File: src/rtl/motor_cmd_pkg.sv
// Purpose: shared constants and enums for the UART motor command decoder.
//   SYNC_BYTE / BCAST_CH : framing byte and broadcast channel id
//   state_e              : frame parser states
//   err_e                : rejection cause reported on err_code
package motor_cmd_pkg;

  localparam logic [7:0] SYNC_BYTE = 8'h53;
  localparam logic [7:0] BCAST_CH  = 8'hFF;

  typedef enum logic [1:0] {
    IDLE = 2'd0,
    CHAN = 2'd1,
    POS  = 2'd2,
    CSUM = 2'd3
  } state_e;

  typedef enum logic [1:0] {
    ERR_NONE = 2'd0,
    ERR_CSUM = 2'd1,
    ERR_CH   = 2'd2,
    ERR_TMO  = 2'd3
  } err_e;

endpackage

File: src/rtl/cmd_timeout_timer.sv
// Purpose: inter-byte idle timer. Counts enabled cycles since the last clear and
//   pulses expire_o for one cycle once TIMEOUT_CYC idle cycles have elapsed.
// Ports:
//   clk_i, rst_ni : clock, async active-low reset
//   clr_i         : restart the count (takes priority over en_i)
//   en_i          : count this cycle
//   expire_o      : registered one-cycle expiry pulse
module cmd_timeout_timer #(
  parameter int unsigned TIMEOUT_CYC = 868
) (
  input  logic clk_i,
  input  logic rst_ni,
  input  logic clr_i,
  input  logic en_i,
  output logic expire_o
);

  localparam int unsigned CNT_W = $clog2(TIMEOUT_CYC + 1);
  localparam logic [CNT_W-1:0] CNT_MAX  = CNT_W'(TIMEOUT_CYC);
  localparam logic [CNT_W-1:0] CNT_LAST = CNT_W'(TIMEOUT_CYC - 1);

  logic [CNT_W-1:0] cnt_q, cnt_d;
  logic             expire_q, expire_d;

  // Saturating count; expiry is flagged as the count reaches TIMEOUT_CYC.
  always_comb begin
    cnt_d    = cnt_q;
    expire_d = 1'b0;
    if (clr_i) begin
      cnt_d = '0;
    end else if (en_i && (cnt_q != CNT_MAX)) begin
      cnt_d    = cnt_q + CNT_W'(1);
      expire_d = (cnt_q == CNT_LAST);
    end
  end

  always_ff @(posedge clk_i or negedge rst_ni) begin
    if (!rst_ni) begin
      cnt_q    <= '0;
      expire_q <= 1'b0;
    end else begin
      cnt_q    <= cnt_d;
      expire_q <= expire_d;
    end
  end

  assign expire_o = expire_q;

endmodule

File: src/rtl/uart_motor_cmd_decoder.sv
// Purpose: parse SYNC/CH/POS.../CSUM frames from the UART byte stream and load the
//   per-channel position registers with a one-cycle update strobe.
// Ports:
//   CLK_10MHZ, RST_N      : clock, async active-low reset
//   rx_valid, rx_data     : received byte strobe and data
//   pos_out               : channel k position at [k*POS_W +: POS_W]
//   pos_strobe            : one-cycle per-channel update pulse
//   frame_ok, frame_err   : one-cycle accept / reject pulses
//   err_code              : cause of the last rejection (sticky)
//   busy                  : a frame is open
module uart_motor_cmd_decoder
  import motor_cmd_pkg::*;
#(
  parameter int unsigned NUM_CH      = 12,
  parameter int unsigned POS_W       = 24,
  parameter int unsigned TIMEOUT_CYC = 868
) (
  input  logic                    CLK_10MHZ,
  input  logic                    RST_N,
  input  logic                    rx_valid,
  input  logic [7:0]              rx_data,
  output logic [NUM_CH*POS_W-1:0] pos_out,
  output logic [NUM_CH-1:0]       pos_strobe,
  output logic                    frame_ok,
  output logic                    frame_err,
  output logic [1:0]              err_code,
  output logic                    busy
);

  localparam int unsigned POS_BYTES = POS_W / 8;
  localparam int unsigned BCNT_W    = 2;
  localparam logic [BCNT_W-1:0] BCNT_LAST = BCNT_W'(POS_BYTES - 1);
  localparam logic [7:0]        CH_LIMIT  = 8'(NUM_CH);

  if (((POS_W % 8) != 0) || (POS_BYTES < 1) || (POS_BYTES > 4) ||
      (NUM_CH < 1) || (NUM_CH > 254)) begin : g_bad_params
    $error("uart_motor_cmd_decoder: unsupported NUM_CH/POS_W");
  end

  state_e              state_q, state_d;
  logic [7:0]          chan_q, chan_d;
  logic [7:0]          csum_q, csum_d;
  logic [BCNT_W-1:0]   bcnt_q, bcnt_d;
  logic [POS_W-1:0]    shadow_q, shadow_d;
  logic [POS_W-1:0]    pos_q [NUM_CH];
  logic [POS_W-1:0]    pos_d [NUM_CH];
  logic [NUM_CH-1:0]   strobe_q, strobe_d;
  logic                ok_q, ok_d;
  logic                err_q, err_d;
  logic [1:0]          code_q, code_d;
  logic                busy_q, busy_d;
  logic                tmo_expire;

  cmd_timeout_timer #(
    .TIMEOUT_CYC(TIMEOUT_CYC)
  ) u_timer (
    .clk_i   (CLK_10MHZ),
    .rst_ni  (RST_N),
    .clr_i   (rx_valid || (state_q == IDLE)),
    .en_i    (state_q != IDLE),
    .expire_o(tmo_expire)
  );

  // Frame parser: next state, shadow/checksum accumulation and register bank writes.
  always_comb begin
    state_d  = state_q;
    chan_d   = chan_q;
    csum_d   = csum_q;
    bcnt_d   = bcnt_q;
    shadow_d = shadow_q;
    pos_d    = pos_q;
    strobe_d = '0;
    ok_d     = 1'b0;
    err_d    = 1'b0;
    code_d   = code_q;

    unique case (state_q)
      IDLE: begin
        if (rx_valid && (rx_data == SYNC_BYTE)) state_d = CHAN;
      end
      CHAN: begin
        if (rx_valid) begin
          chan_d  = rx_data;
          csum_d  = rx_data;
          bcnt_d  = '0;
          state_d = POS;
        end
      end
      POS: begin
        // Payload bytes are data even when they equal SYNC_BYTE.
        if (rx_valid) begin
          shadow_d = (shadow_q << 8) | POS_W'(rx_data);
          csum_d   = csum_q ^ rx_data;
          if (bcnt_q == BCNT_LAST) state_d = CSUM;
          else                     bcnt_d  = bcnt_q + BCNT_W'(1);
        end
      end
      CSUM: begin
        if (rx_valid) begin
          state_d = IDLE;
          if (rx_data != csum_q) begin
            err_d  = 1'b1;
            code_d = ERR_CSUM;
          end else if (chan_q < CH_LIMIT) begin
            ok_d = 1'b1;
            for (int unsigned k = 0; k < NUM_CH; k++) begin
              if (chan_q == 8'(k)) begin
                pos_d[k]    = shadow_q;
                strobe_d[k] = 1'b1;
              end
            end
          end else if (chan_q == BCAST_CH) begin
            ok_d     = 1'b1;
            strobe_d = '1;
            for (int unsigned k = 0; k < NUM_CH; k++) pos_d[k] = shadow_q;
          end else begin
            err_d  = 1'b1;
            code_d = ERR_CH;
          end
        end
      end
      default: state_d = IDLE;
    endcase

    // A byte arriving in the expiry cycle wins over the timeout.
    if (tmo_expire && !rx_valid && (state_q != IDLE)) begin
      state_d = IDLE;
      err_d   = 1'b1;
      code_d  = ERR_TMO;
    end

    busy_d = (state_d != IDLE);
  end

  always_ff @(posedge CLK_10MHZ or negedge RST_N) begin
    if (!RST_N) begin
      state_q  <= IDLE;
      chan_q   <= '0;
      csum_q   <= '0;
      bcnt_q   <= '0;
      shadow_q <= '0;
      for (int unsigned k = 0; k < NUM_CH; k++) pos_q[k] <= '0;
      strobe_q <= '0;
      ok_q     <= 1'b0;
      err_q    <= 1'b0;
      code_q   <= ERR_NONE;
      busy_q   <= 1'b0;
    end else begin
      state_q  <= state_d;
      chan_q   <= chan_d;
      csum_q   <= csum_d;
      bcnt_q   <= bcnt_d;
      shadow_q <= shadow_d;
      pos_q    <= pos_d;
      strobe_q <= strobe_d;
      ok_q     <= ok_d;
      err_q    <= err_d;
      code_q   <= code_d;
      busy_q   <= busy_d;
    end
  end

  for (genvar k = 0; k < NUM_CH; k++) begin : g_pos_out
    assign pos_out[k*POS_W +: POS_W] = pos_q[k];
  end

  assign pos_strobe = strobe_q;
  assign frame_ok   = ok_q;
  assign frame_err  = err_q;
  assign err_code   = code_q;
  assign busy       = busy_q;

endmodule

File: config.mk
export PLATFORM = sky130hd
export DESIGN_NAME = uart_motor_cmd_decoder
export DESIGN_NICKNAME = d
export VERILOG_FILES = /design/src/rtl/motor_cmd_pkg.sv /design/src/rtl/cmd_timeout_timer.sv /design/src/rtl/uart_motor_cmd_decoder.sv
export SDC_FILE = /design/constraint.sdc
export NUM_CORES = 1
export LEC_CHECK = 0
export BUFFER_PORTS_ARGS = -buffer_cell sky130_fd_sc_hd__buf_4
export CAP_MARGIN = 20
export CELL_PAD_IN_SITES_DETAIL_PLACEMENT = 1
export CELL_PAD_IN_SITES_GLOBAL_PLACEMENT = 1
export CORE_ASPECT_RATIO = 1.4
export CORE_MARGIN = 2
export CORE_UTILIZATION = 44
export DETAILED_ROUTE_END_ITERATION = 8
export PLACE_DENSITY = 0.77
export SYNTH_ARGS = -nofsm -noshare
export SYNTH_HDL_FRONTEND = slang
export SYNTH_SLANG_ARGS = --single-unit
File: constraint.sdc
create_clock -name CLK_10MHZ -period 2.8 [get_ports CLK_10MHZ]
set_clock_uncertainty 0.2 [all_clocks]
set_input_delay 0.56 -clock CLK_10MHZ [delete_from_list [all_inputs] [get_ports CLK_10MHZ]]
set_output_delay 0.56 -clock CLK_10MHZ [all_outputs]
set_load 0.02 [all_outputs]
# Word-level counts from Yosys, hierarchy flattened
# Cells that the tools add are included.
# word_totals
ff_bits,360
in_bits,11
output_inout_bits,305
word_cells,165
# classes
add_sub_neg,2
n_lt_le_gt_ge,1
eq_ne,37
n_mux,66
bitwise,3
reduce_logical,32
# ops
op,n
$mux 288,2
$mux 24,12
$mux 12,5
$reduce_and 5->1,12
$eq 8x3->1 const B,4
$eq 8x4->1 const B,4
$mux 2,15
$mux 1,25
$ne 2x1->1 const B,12
$or 24x8->24,1
$mux 10,2
$eq 8x2->1 const B,2
$mux 8,2
$pmux 8 s2,1
$reduce_bool 2->1,7
$add 10x1->10 const B,1
$eq 10x10->1 const B,1
$ne 10x10->1 const B,1
$eq 8x1->1 const B,1
$eq 8x7->1 const B,1
$eq 8x8->1 const B,1
$logic_not 8->1,1
$lt 8x4->1 const B,1
$ne 8x8->1,1
other kinds (16),26

# Longest topological paths before layout
# Gate-level depths: netlist (run 1).
# logic_depth
ltp_word,7
ltp_mapped,8
ltp_nobuf,7

# Hierarchy
# From an unflattened synthesis (run 1), not the netlist that was laid out.
# hier_totals
hier_cells,954
area_unflattened_um2,15123.3
# by_module_without_submodules
module,instances,cells_each,area_per_inst_um2,seq_area_each_um2
uart_motor_cmd_decoder,1,883,14433.8,8733.4
cmd_timeout_timer,1,71,689.4,275.3

# Worst setup path before layout (run 1)
# OpenSTA, ideal clock, no wires.
# synth_path
path_type,input to register
startpoint,in rx_data[6]
endpoint,reg pos_q (netlist bit pos_out[121])
setup_ns,0.128
t_arrival_ns,2.185
t_required_ns,2.472
slack_ns,0.287
cell_stages,8
path_buffers,3
cell_sequence,xor2_1 nor4_4 o2111a_1 buf_4 nor2b_1 buf_2 buf_4 mux2_1
# synth_via
elab_chain_len,3
# synth_lines
element,line_no,rtl
"start, declared",uart_motor_cmd_decoder.sv:21,"input logic [7:0] rx_data,"
$ne 8x8->1,uart_motor_cmd_decoder.sv:101,if (rx_data != csum_q) begin
$not 1->1 (no line),--,
$reduce_and 5->1 (no line),--,
"end signal, assigned",uart_motor_cmd_decoder.sv:154,pos_q <= pos_d;
"end, declared",uart_motor_cmd_decoder.sv:45,logic [POS_W-1:0] pos_q [NUM_CH];
# Every way passes these cells.
# A chain may end at the register's enable or synchronous reset.

# Worst setup path in the final report (run 1)
# layout_path
startpoint,reg csum_q[4]
endpoint,reg pos_q (netlist bit pos_out[10])
# layout_via
elab_chain_len,3
# layout_lines
element,line_no,rtl
"start, declared",uart_motor_cmd_decoder.sv:42,"logic [7:0] csum_q, csum_d;"
"start signal, assigned",uart_motor_cmd_decoder.sv:151,csum_q <= csum_d;
$ne 8x8->1,uart_motor_cmd_decoder.sv:101,
$not 1->1 (no line),--,
$reduce_and 5->1 (no line),--,
# Every way passes these cells.

==> impl_metrics.csv, run 1 <==
group,metric,value,unit
status,outcome,"finished clean",
synth,synth_seq_area_share,63.9,%
routing,drc,0,
synth,ys_top_cells_by_area,"dfrtp_1 64%, mux2_1 13%, mux2_2 11%, mux2_4 2.0%, a21oi_1 1.0%",
die,die_w,155,um
critical_path,rr_worst_depth,6,
timing,drv_slew,0,
power_and_ir_drop,netSwitchingFraction,29.6,%
timing,rsz0062_at_grt,"false",
global_routing,grt_max_degree,76,
power_and_ir_drop,p_clk_share,38.3,%
die,start_util,44.6,%
final_layout,layout.nets,1268,
final_layout,final_cell_mix,"360 x dfrtp_1, 335 x buf_4, 160 x mux2_1",
final_layout,final_layout_size_suffix_gt1_share,46.4,%
die,fp-row-count,77,
die,ios,316,
place,gp_congestion,0.794,
power_and_ir_drop,switchingPower,3770,uW
die,core,31600,sq um
global_routing,grt_pass1_vias,9765,
clock_tree,cts.clk_slew.worst_paths,70,ps
critical_path,crit_type,"flip-flop to flip-flop",
global_routing,antenna_found_initial,0,
synth,syn_area_per_cell,15.1,sq um
clock_tree,clock_path_buffers,3,
synth,synth_top_area_share,63.9,%
critical_path,cp-start-kind,"flip-flop",
die,fp.dieH,216,um
critical_path,cp-end-kind,"flip-flop",
clock_tree,hold_buffers,1,
global_routing,grt_usage,25.3,%
critical_path,r2r_start,"csum_q[4]$_DFFE_PN0P_",
timing,slew_headroom,49.9,%
timing,max_freq,395,MHz
routing,drt_first_pass_iters,4,
timing,whs,152,ps
power_and_ir_drop,seqPwrFrac,51.8,%
routing,wl,42.2,mm
run,cap_viol_max_count,0,
critical_path,timing.rr.end,"pos_out[10]$_DFFE_PN0P_",
clock_tree,post_cts_buffers,0,
final_layout,diodes,0,
final_layout,layout_commonest_cell,"dfrtp_1",
synth,synth_edf_count,0,
synth,ys_seq_elements,360,
synth,syn_area,14100,sq um
routing,vias,8969,
critical_path,arrival,2740,ps
routing,wl_per_cell,25.2,um
routing,drtIter0Drc,300,
hold_path,holdCritStartpoint,"rx_data[3]",
synth,async_reset_ff_share,100,%
power_and_ir_drop,p_int,8950,uW
clock_tree,clk_root_buffer_cell,"clkbuf_16",
global_routing,grt.overflow.total,0,
synth,synth.largest_area_cell,"dfrtp_1",
timing,min_period,2530,ps
timing,finalHoldViolCount,0,
critical_path,rrSetupSlack,270,ps
timing,finalCritPeriodShare,90.4,%
synth,synth_cell_types,43,
synth,synth_cells,932,
clock_tree,cts_made_buffers,35,
global_routing,grt_pass1_wl,63.6,mm
clock_tree,htree_levels,2,
timing,finalSetupViolations,0,
hold_path,min_path_type,"primary input to flip-flop",
power_and_ir_drop,ir_worst_vdd,0.501,mV
hold_path,hold_depth,2,
hold_path,whs_endpoint,"chan_q[3]$_DFFE_PN0P_",
synth,ys_warn_count,0,
die,die_area,33500,sq um
timing,tightest_slew,751,ps
critical_path,cp.required,3010,ps
clock_tree,cts_tree,"done",
power_and_ir_drop,pwr-share-comb,9.9,%
power_and_ir_drop,power.density,692,nW/um^2
final_layout,fin_util,58.2,%
critical_path,critPathMaxFanout,25,
synth,syn_nets,946,
clock_tree,cts_sinks,360,
routing,viasPerCell,5.36,
place,dp_hpwl,29.1,mm
clock_tree,insertion_delay,530,ps
clock_tree,cts_resized,0,
timing,setup-tns-final,0,ps
synth,synth_ff_type,"dfrtp_1",
power_and_ir_drop,leakagePower,0.0100,uW
final_layout,area_growth,30.4,%
routing,postRouteAntennaNets,0,
place,portBuffers,315,
-- cells by family after synthesis --
| logic type | Yosys count | synth area share (%) |
|---|---|---|
| adders and majority gates | 3 | 0.266 |
| and+or+nand+nor | 102 | 3.91 |
| buffers and inverters | 78 | 2.56 |
| DFF | 360 | 63.9 |
| xor gates and xnor gates | 15 | 0.932 |
| AOI/OAI and AO/OA | 53 | 2.29 |
| muxes | 321 | 26.1 |
-- layer usage --
metal / track usage (%) / vias to the layer above / share of wire [%]
met5: 0 / - / 0
li1: - / 3886 / -
met3: 4.20 / 68 / 4.1
met4: 8.84 / 0 / 3.6
met1: 28.9 / 4775 / 38
met2: 47.5 / 240 / 55
-- layout make-up --
class	instances	area (sq um)
Sequential cell	360	9010
Clock inverter	13	134
Timing Repair Buffer	356	2920
Tap cell	395	494
Multi-Input combinational cell	494	4750
Fill cell	3053	13200
Clock buffer	49	1060
Inverter	7	26.3
-- through the flow --
stage | instances | power [uW] | worst slack (ps) | cell area (sq um)
after floorplan | 932 | 7030 | 287 | 14100
after global placement | 1611 | 7870 | 60.4 | 17200
after detailed placement | 1611 | 7960 | 37.3 | 17200
after CTS | 1674 | 12900 | 287 | 18400
after global routing | 1674 | 13200 | 204 | 18400
final | 1674 | 12700 | 268 | 18400
-- registers in the layout (all words and copies together), names as in the netlist, 2 cells and up --
| signal | flops |
|---|---|
| bcnt_q | 2 |
| err_code | 2 |
| csum_q | 8 |
| chan_q | 8 |
| pos_out | 288 |
| u_timer.cnt_q | 10 |
| shadow_q | 24 |
| pos_strobe | 12 |
| state_q | 2 |
-- how the worst max path moves through the flow --
stage | start | to
2_1_floorplan | rx_data[6] | pos_out[121]$_DFFE_PN0P_
5_1_grt | csum_q[6]$_DFFE_PN0P_ | pos_out[238]$_DFFE_PN0P_
3_5_place_dp | rx_data[0] | pos_out[4]$_DFFE_PN0P_
6_report | csum_q[4]$_DFFE_PN0P_ | pos_out[10]$_DFFE_PN0P_
4_1_cts | csum_q[6]$_DFFE_PN0P_ | pos_out[10]$_DFFE_PN0P_
3_3_place_gp | rx_data[6] | pos_out[10]$_DFFE_PN0P_
-- worst max-delay path, cell delays in order, from the launching register on --
cell and delay (ps):
dfrtp_1 410, xor2_1 190, nor4_4 380, o211ai_2 140
or3_2 530, buf_12 190, mux2_4 340
-- power groups by stage --
stage	Clock [uW]	Sequential [uW]	Combinational (uW)
2_1_floorplan	0	5890	1140
3_3_place_gp	0	6670	1200
3_5_place_dp	0	6700	1250
4_1_cts	4970	6610	1270
5_1_grt	5180	6670	1380
6_report	4870	6590	1260
-- cells in the mapped netlist (4+ instances only) --
library cell and n:
a21oi_1 29, buf_2 28, clkbuf_1 37, dfrtp_1 360
inv_1 7, mux2_1 160, mux2_2 141, mux2_4 19
nand2_1 23, nand2b_1 11, nand3_1 6, nand4_1 5
nor2_1 19, nor2b_1 6, nor3_1 12, o22ai_1 8
or3_1 4, xor2_1 14
No activity file was read; power rests on OpenSTA's default activity.
==> run 2, diff against run 1 <==
Settings changed: REMOVE_ABC_BUFFERS from default to 1.
==> run 2 against run 1 <==
Compared with the run above:
- total power is 0.68% lower
- sequential share of layout area did not move
- utilization unchanged
- highest routed layer unchanged
==> impl_metrics.csv, run 2 (synthesis gave the netlist of run 1 again) <==
group,metric,value,unit
place,placed_area,17200,sq um
timing,whs,144,ps
clock_tree,cts_sinks,360,
routing,postRouteAntennaNets,0,
critical_path,critPathMaxFanout,15,
power_and_ir_drop,seqPwrFrac,50.8,%
clock_tree,cts_tree,"done",
final_layout,fin_util,58.2,%
timing,finalHoldViolCount,0,
die,die_w,155,um
timing,rsz0062_at_grt,"false",
routing,wl,41.6,mm
clock_tree,clk_root_buffer_cell,"clkbuf_16",
power_and_ir_drop,pwr-share-comb,9.7,%
power_and_ir_drop,p_clk_share,39.5,%
global_routing,grt_max_degree,107,
die,fp-row-count,77,
clock_tree,hold_buffers,1,
timing,setup_ws,295,ps
final_layout,fin_cells,1674,
clock_tree,clock_path_buffers,3,
routing,drt_first_pass_iters,4,
critical_path,cp_cell_sequence,"nand2_1, nand3_1, a31o_2, nand2_2, buf_4, mux2_2",
global_routing,grt.overflow.total,0,
global_routing,antenna_found_initial,0,
hold_path,min_path_type,"primary input to flip-flop",
power_and_ir_drop,leakagePower,0.0100,uW
power_and_ir_drop,netSwitchingFraction,28.1,%
power_and_ir_drop,p_int,9090,uW
routing,drtIter0Drc,303,
timing,max_freq,399,MHz
timing,slew_headroom,36.3,%
clock_tree,cts_made_buffers,36,
clock_tree,cts.clk_slew.worst_paths,60,ps
critical_path,crit_path_max_incr_delay,450,ps
routing,viasPerCell,5.35,
final_layout,largest_reg_flops,288,
global_routing,grt_pass1_vias,9884,
final_layout,layout_commonest_cell,"dfrtp_1",
clock_tree,insertion_delay,520,ps
global_routing,grt_usage,25.0,%
final_layout,design_area,18400,sq um
clock_tree,post_cts_buffers,0,
critical_path,crit_type,"flip-flop to flip-flop",
status,outcome,"finished clean",
run,cap_viol_max_count,0,
timing,min_period,2510,ps
power_and_ir_drop,switchingPower,3540,uW
timing,finalSetupViolations,0,
timing,drv_slew,0,
die,core,31600,sq um
routing,vias,8955,
die,die_area,33500,sq um
place,placed_cells,1611,
place,portBuffers,315,
clock_tree,htree_levels,2,
critical_path,cp-start-kind,"flip-flop",
clock_tree,cts_resized,0,
place,gp_congestion,0.823,
critical_path,cp-end-kind,"flip-flop",
die,fp.dieH,216,um
timing,tightest_slew,956,ps
routing,drc,0,
power_and_ir_drop,power.density,687,nW/um^2
final_layout,final_cell_mix,"360 x dfrtp_1, 339 x buf_4, 160 x mux2_1",
die,start_util,44.6,%
final_layout,area_growth,30.4,%
die,ios,316,
final_layout,layout.nets,1269,
place,dp_slack,27.9,ps
routing,wl_per_cell,24.8,um
timing,finalCritPeriodShare,89.5,%
final_layout,final_layout_size_suffix_gt1_share,46.5,%
power_and_ir_drop,ir_worst_vdd,0.570,mV
place,dp_hpwl,28.8,mm
critical_path,slowest_stage,"dfrtp_1",
critical_path,cp.required,3000,ps
critical_path,arrival,2710,ps
final_layout,diodes,0,
global_routing,grt_pass1_wl,62.9,mm
-- run 2: changes by cell type in the layout (fill, tap and decap cells not counted), moves of 3 or more --
cell,delta
clkbuf_8,-3
clkinv_2,-3
buf_4,+4
buf_12,-4
-- run 2: stage by stage --
stage | total power (uW) | setup TNS, ps
6_report | 12600 | 0
5_1_grt | 13100 | 0
4_1_cts | 12800 | 0
3_5_place_dp | 7740 | 0
3_3_place_gp | 7670 | 0
2_1_floorplan | 6910 | -16080
-- run 2: worst max-delay path, delay by kind of cell, from the launching register on --
family	cells	cell delay, ps
muxes	1	400
and+or+nand+nor	3	600
AOI/OAI and AO/OA	1	390
DFF	1	450
buffers and inverters	1	340
-- run 2: path summary, 6_finish.rpt --
| path | startpoint | to | slack (ps) | cells after the start |
|---|---|---|---|---|
| worst max-delay path | chan_q[3]$_DFFE_PN0P_ | pos_out[189]$_DFFE_PN0P_ | 290 | 6 |
| worst min-delay path | rx_data[2] | shadow_q[2]$_DFFE_PN0P_ | 140 | 2 |
| worst max register to register | chan_q[3]$_DFFE_PN0P_ | pos_out[189]$_DFFE_PN0P_ | 290 | 6 |
| worst min register to register | pos_out[134]$_DFFE_PN0P_ | pos_out[134]$_DFFE_PN0P_ | 290 | 1 |
| max in group asynchronous | RST_N | pos_out[162]$_DFFE_PN0P_ | 1060 | 4 |
| min in group asynchronous | RST_N | pos_out[100]$_DFFE_PN0P_ | 330 | 2 |
-- run 2: cell type report --
type	instances	area (sq um)
Sequential cell	360	9010
Timing Repair Buffer	356	2870
Clock buffer	49	1050
Tap cell	395	494
Fill cell	3045	13200
Clock inverter	13	178
Multi-Input combinational cell	494	4760
Inverter	7	26.3
-- run 2: routing by layer --
metal | up-vias | share of wire, % | global-route usage (%) | wire, um
li1 | 3912 | - | - | -
met5 | - | 0 | 0 | 0
met4 | 0 | 4.7 | 11.2 | 1940
met3 | 91 | 4.0 | 3.82 | 1670
met1 | 4702 | 38 | 28.7 | 15700
met2 | 250 | 54 | 45.7 | 22300
-- run 2: power groups by stage --
stage	combinational [uW]	clock, uW	sequential (uW)
2_1_floorplan	798	0	6110
3_3_place_gp	1180	0	6490
3_5_place_dp	1230	0	6510
4_1_cts	1240	5120	6420
5_1_grt	1340	5280	6510
6_report	1220	4990	6420
==> run 3, diff against run 2 <==
Settings changed: CORE_UTILIZATION 44 to 45, CTS_BUF_LIST from default to sky130_fd_sc_hd__clkbuf_2 sky130_fd_sc_hd__clkbuf_4 sky130_fd_sc_hd__clkbuf_8, PLACE_DENSITY 0.77 to 0.79.
==> run 3 against run 2 <==
Compared with the run above:
- clock power is 5.0% lower
- sequential power hardly changed
- critical path depth stayed put
- highest routed layer unchanged
==> impl_metrics.csv, run 3 (synthesis gave the netlist of run 1 again) <==
group,metric,value,unit
power_and_ir_drop,ir_worst_vdd,0.448,mV
die,ios,316,
critical_path,critPathMaxFanout,14,
power_and_ir_drop,seqPwrFrac,51.9,%
final_layout,layout_commonest_cell,"dfrtp_1",
clock_tree,clk_root_buffer_cell,"clkbuf_8",
routing,wl,42.0,mm
clock_tree,clock_path_buffers,3,
critical_path,crit_end,"pos_out[109]$_DFFE_PN0P_",
global_routing,grt.overflow.total,0,
timing,finalHoldViolCount,0,
power_and_ir_drop,netSwitchingFraction,28.9,%
final_layout,largest_reg_flops,288,
power_and_ir_drop,power.density,675,nW/um^2
power_and_ir_drop,p_int,8810,uW
clock_tree,cts_sinks,360,
status,outcome,"finished clean",
global_routing,grt_max_degree,62,
clock_tree,post_cts_buffers,0,
critical_path,r2r_start,"chan_q[3]$_DFFE_PN0P_",
run,cap_viol_max_count,0,
clock_tree,hold_buffers,1,
routing,vias,9082,
timing,slew_headroom,46.8,%
timing,rsz0062_at_grt,"false",
die,die_area,32800,sq um
routing,wl_per_cell,24.6,um
place,dp_hpwl,29.4,mm
routing,drtIter0Drc,336,
critical_path,cp.required,3050,ps
die,core,30800,sq um
timing,min_period,2540,ps
place,placed_cells,1609,
power_and_ir_drop,switchingPower,3580,uW
critical_path,crit_type,"flip-flop to flip-flop",
timing,drv_slew,0,
timing,max_freq,394,MHz
place,portBuffers,315,
critical_path,timing.rr.end,"pos_out[109]$_DFFE_PN0P_",
critical_path,cp-end-kind,"flip-flop",
place,dp_slack,64.8,ps
final_layout,diodes,0,
die,fp.dieH,213,um
final_layout,final_cell_mix,"360 x dfrtp_1, 346 x buf_4, 160 x mux2_1",
timing,setup_ws,260,ps
final_layout,fin_cells,1707,
routing,postRouteAntennaNets,0,
critical_path,rrSetupSlack,260,ps
clock_tree,cts.clk_slew.worst_paths,70,ps
die,fp-row-count,76,
final_layout,layout.nets,1290,
routing,drt_first_pass_iters,6,
hold_path,min_path_type,"primary input to flip-flop",
routing,drc,0,
routing,viasPerCell,5.32,
critical_path,arrival,2790,ps
clock_tree,insertion_delay,590,ps
clock_tree,cts_tree,"done",
critical_path,startpoint,"chan_q[3]$_DFFE_PN0P_",
power_and_ir_drop,leakagePower,0.0100,uW
global_routing,grt_usage,25.7,%
critical_path,rr_worst_depth,6,
power_and_ir_drop,pwr-share-comb,9.8,%
place,gp_congestion,0.819,
critical_path,cp-start-kind,"flip-flop",
timing,tightest_slew,798,ps
power_and_ir_drop,p_clk_share,38.2,%
global_routing,grt_pass1_vias,10200,
clock_tree,cts_made_buffers,54,
clock_tree,htree_levels,2,
global_routing,grt_pass1_wl,64.2,mm
timing,finalCritPeriodShare,90.7,%
die,start_util,45.8,%
clock_tree,cts_resized,0,
global_routing,antenna_found_initial,0,
die,die_w,154,um
timing,whs,70.1,ps
power_and_ir_drop,total_power,12400,uW
final_layout,area_growth,30.2,%
timing,finalSetupViolations,0,
final_layout,final_layout_size_suffix_gt1_share,48.4,%
==> run 3: cell count changes in the layout (fill, tap and decap cells not counted), sizes merged <==
cell | previous run | this run
clkbuf | 49 | 88
buf | 355 | 358
clkinvlp | 2 | 0
bufinv | 4 | 2
==> run 3: how the worst min path moves through the flow <==
stage / start / endpoint / slack (ps) / cells past startpoint
floorplan: RST_N / bcnt_q[0]$_DFFE_PN0P_ / 60 / 0
global placement: pos_out[129]$_DFFE_PN0P_ / pos_out[129]$_DFFE_PN0P_ / 270 / 1
detailed placement: pos_out[137]$_DFFE_PN0P_ / pos_out[137]$_DFFE_PN0P_ / 280 / 1
CTS: rx_data[1] / chan_q[1]$_DFFE_PN0P_ / 30 / 2
global route: rx_valid / csum_q[3]$_DFFE_PN0P_ / 40 / 2
finish: rx_data[1] / chan_q[1]$_DFFE_PN0P_ / 70 / 2
==> run 3: worst max-delay path, cell delays in order (launching register included) <==
cell and delay, ps:
dfrtp_1 430, nand2_1 150, nand3_1 390, a21oi_1 320, nand2b_2 190, buf_4 300, mux2_2 400
==> run 3: layout make-up <==
cell class | count | area (sq um)
Fill cell | 2958 | 12500
Sequential cell | 360 | 9010
Multi-Input combinational cell | 494 | 4760
Timing Repair Buffer | 359 | 2840
Clock buffer | 88 | 1120
Tap cell | 390 | 488
Clock inverter | 9 | 98.8
Inverter | 7 | 26.3
==> run 3: power by group through the flow <==
stage	Combinational (uW)	Clock, uW	Sequential (uW)
final	1220	4740	6430
after detailed placement	1220	0	6530
after CTS	1230	4850	6430
after global routing	1340	5070	6530
after floorplan	798	0	6110
after global placement	1160	0	6490
==> run 3: per-layer routing <==
metal / vias to the layer above / wire length [um] / global-route usage, %
met3: 91 / 1970 / 5.05
li1: 3956 / - / -
met2: 288 / 22800 / 47.3
met5: - / 0 / 0
met4: 0 / 1820 / 10.9
met1: 4747 / 15400 / 29.2
==> run 3: metrics by stage <==
stage,TNS [ps],area (sq um),utilization (%)
finish,0,18300,59.6
global route,0,18300,59.6
CTS,0,18300,59.6
detailed placement,0,17100,55.6
global placement,0,17100,55.6
floorplan,-16080,13800,-
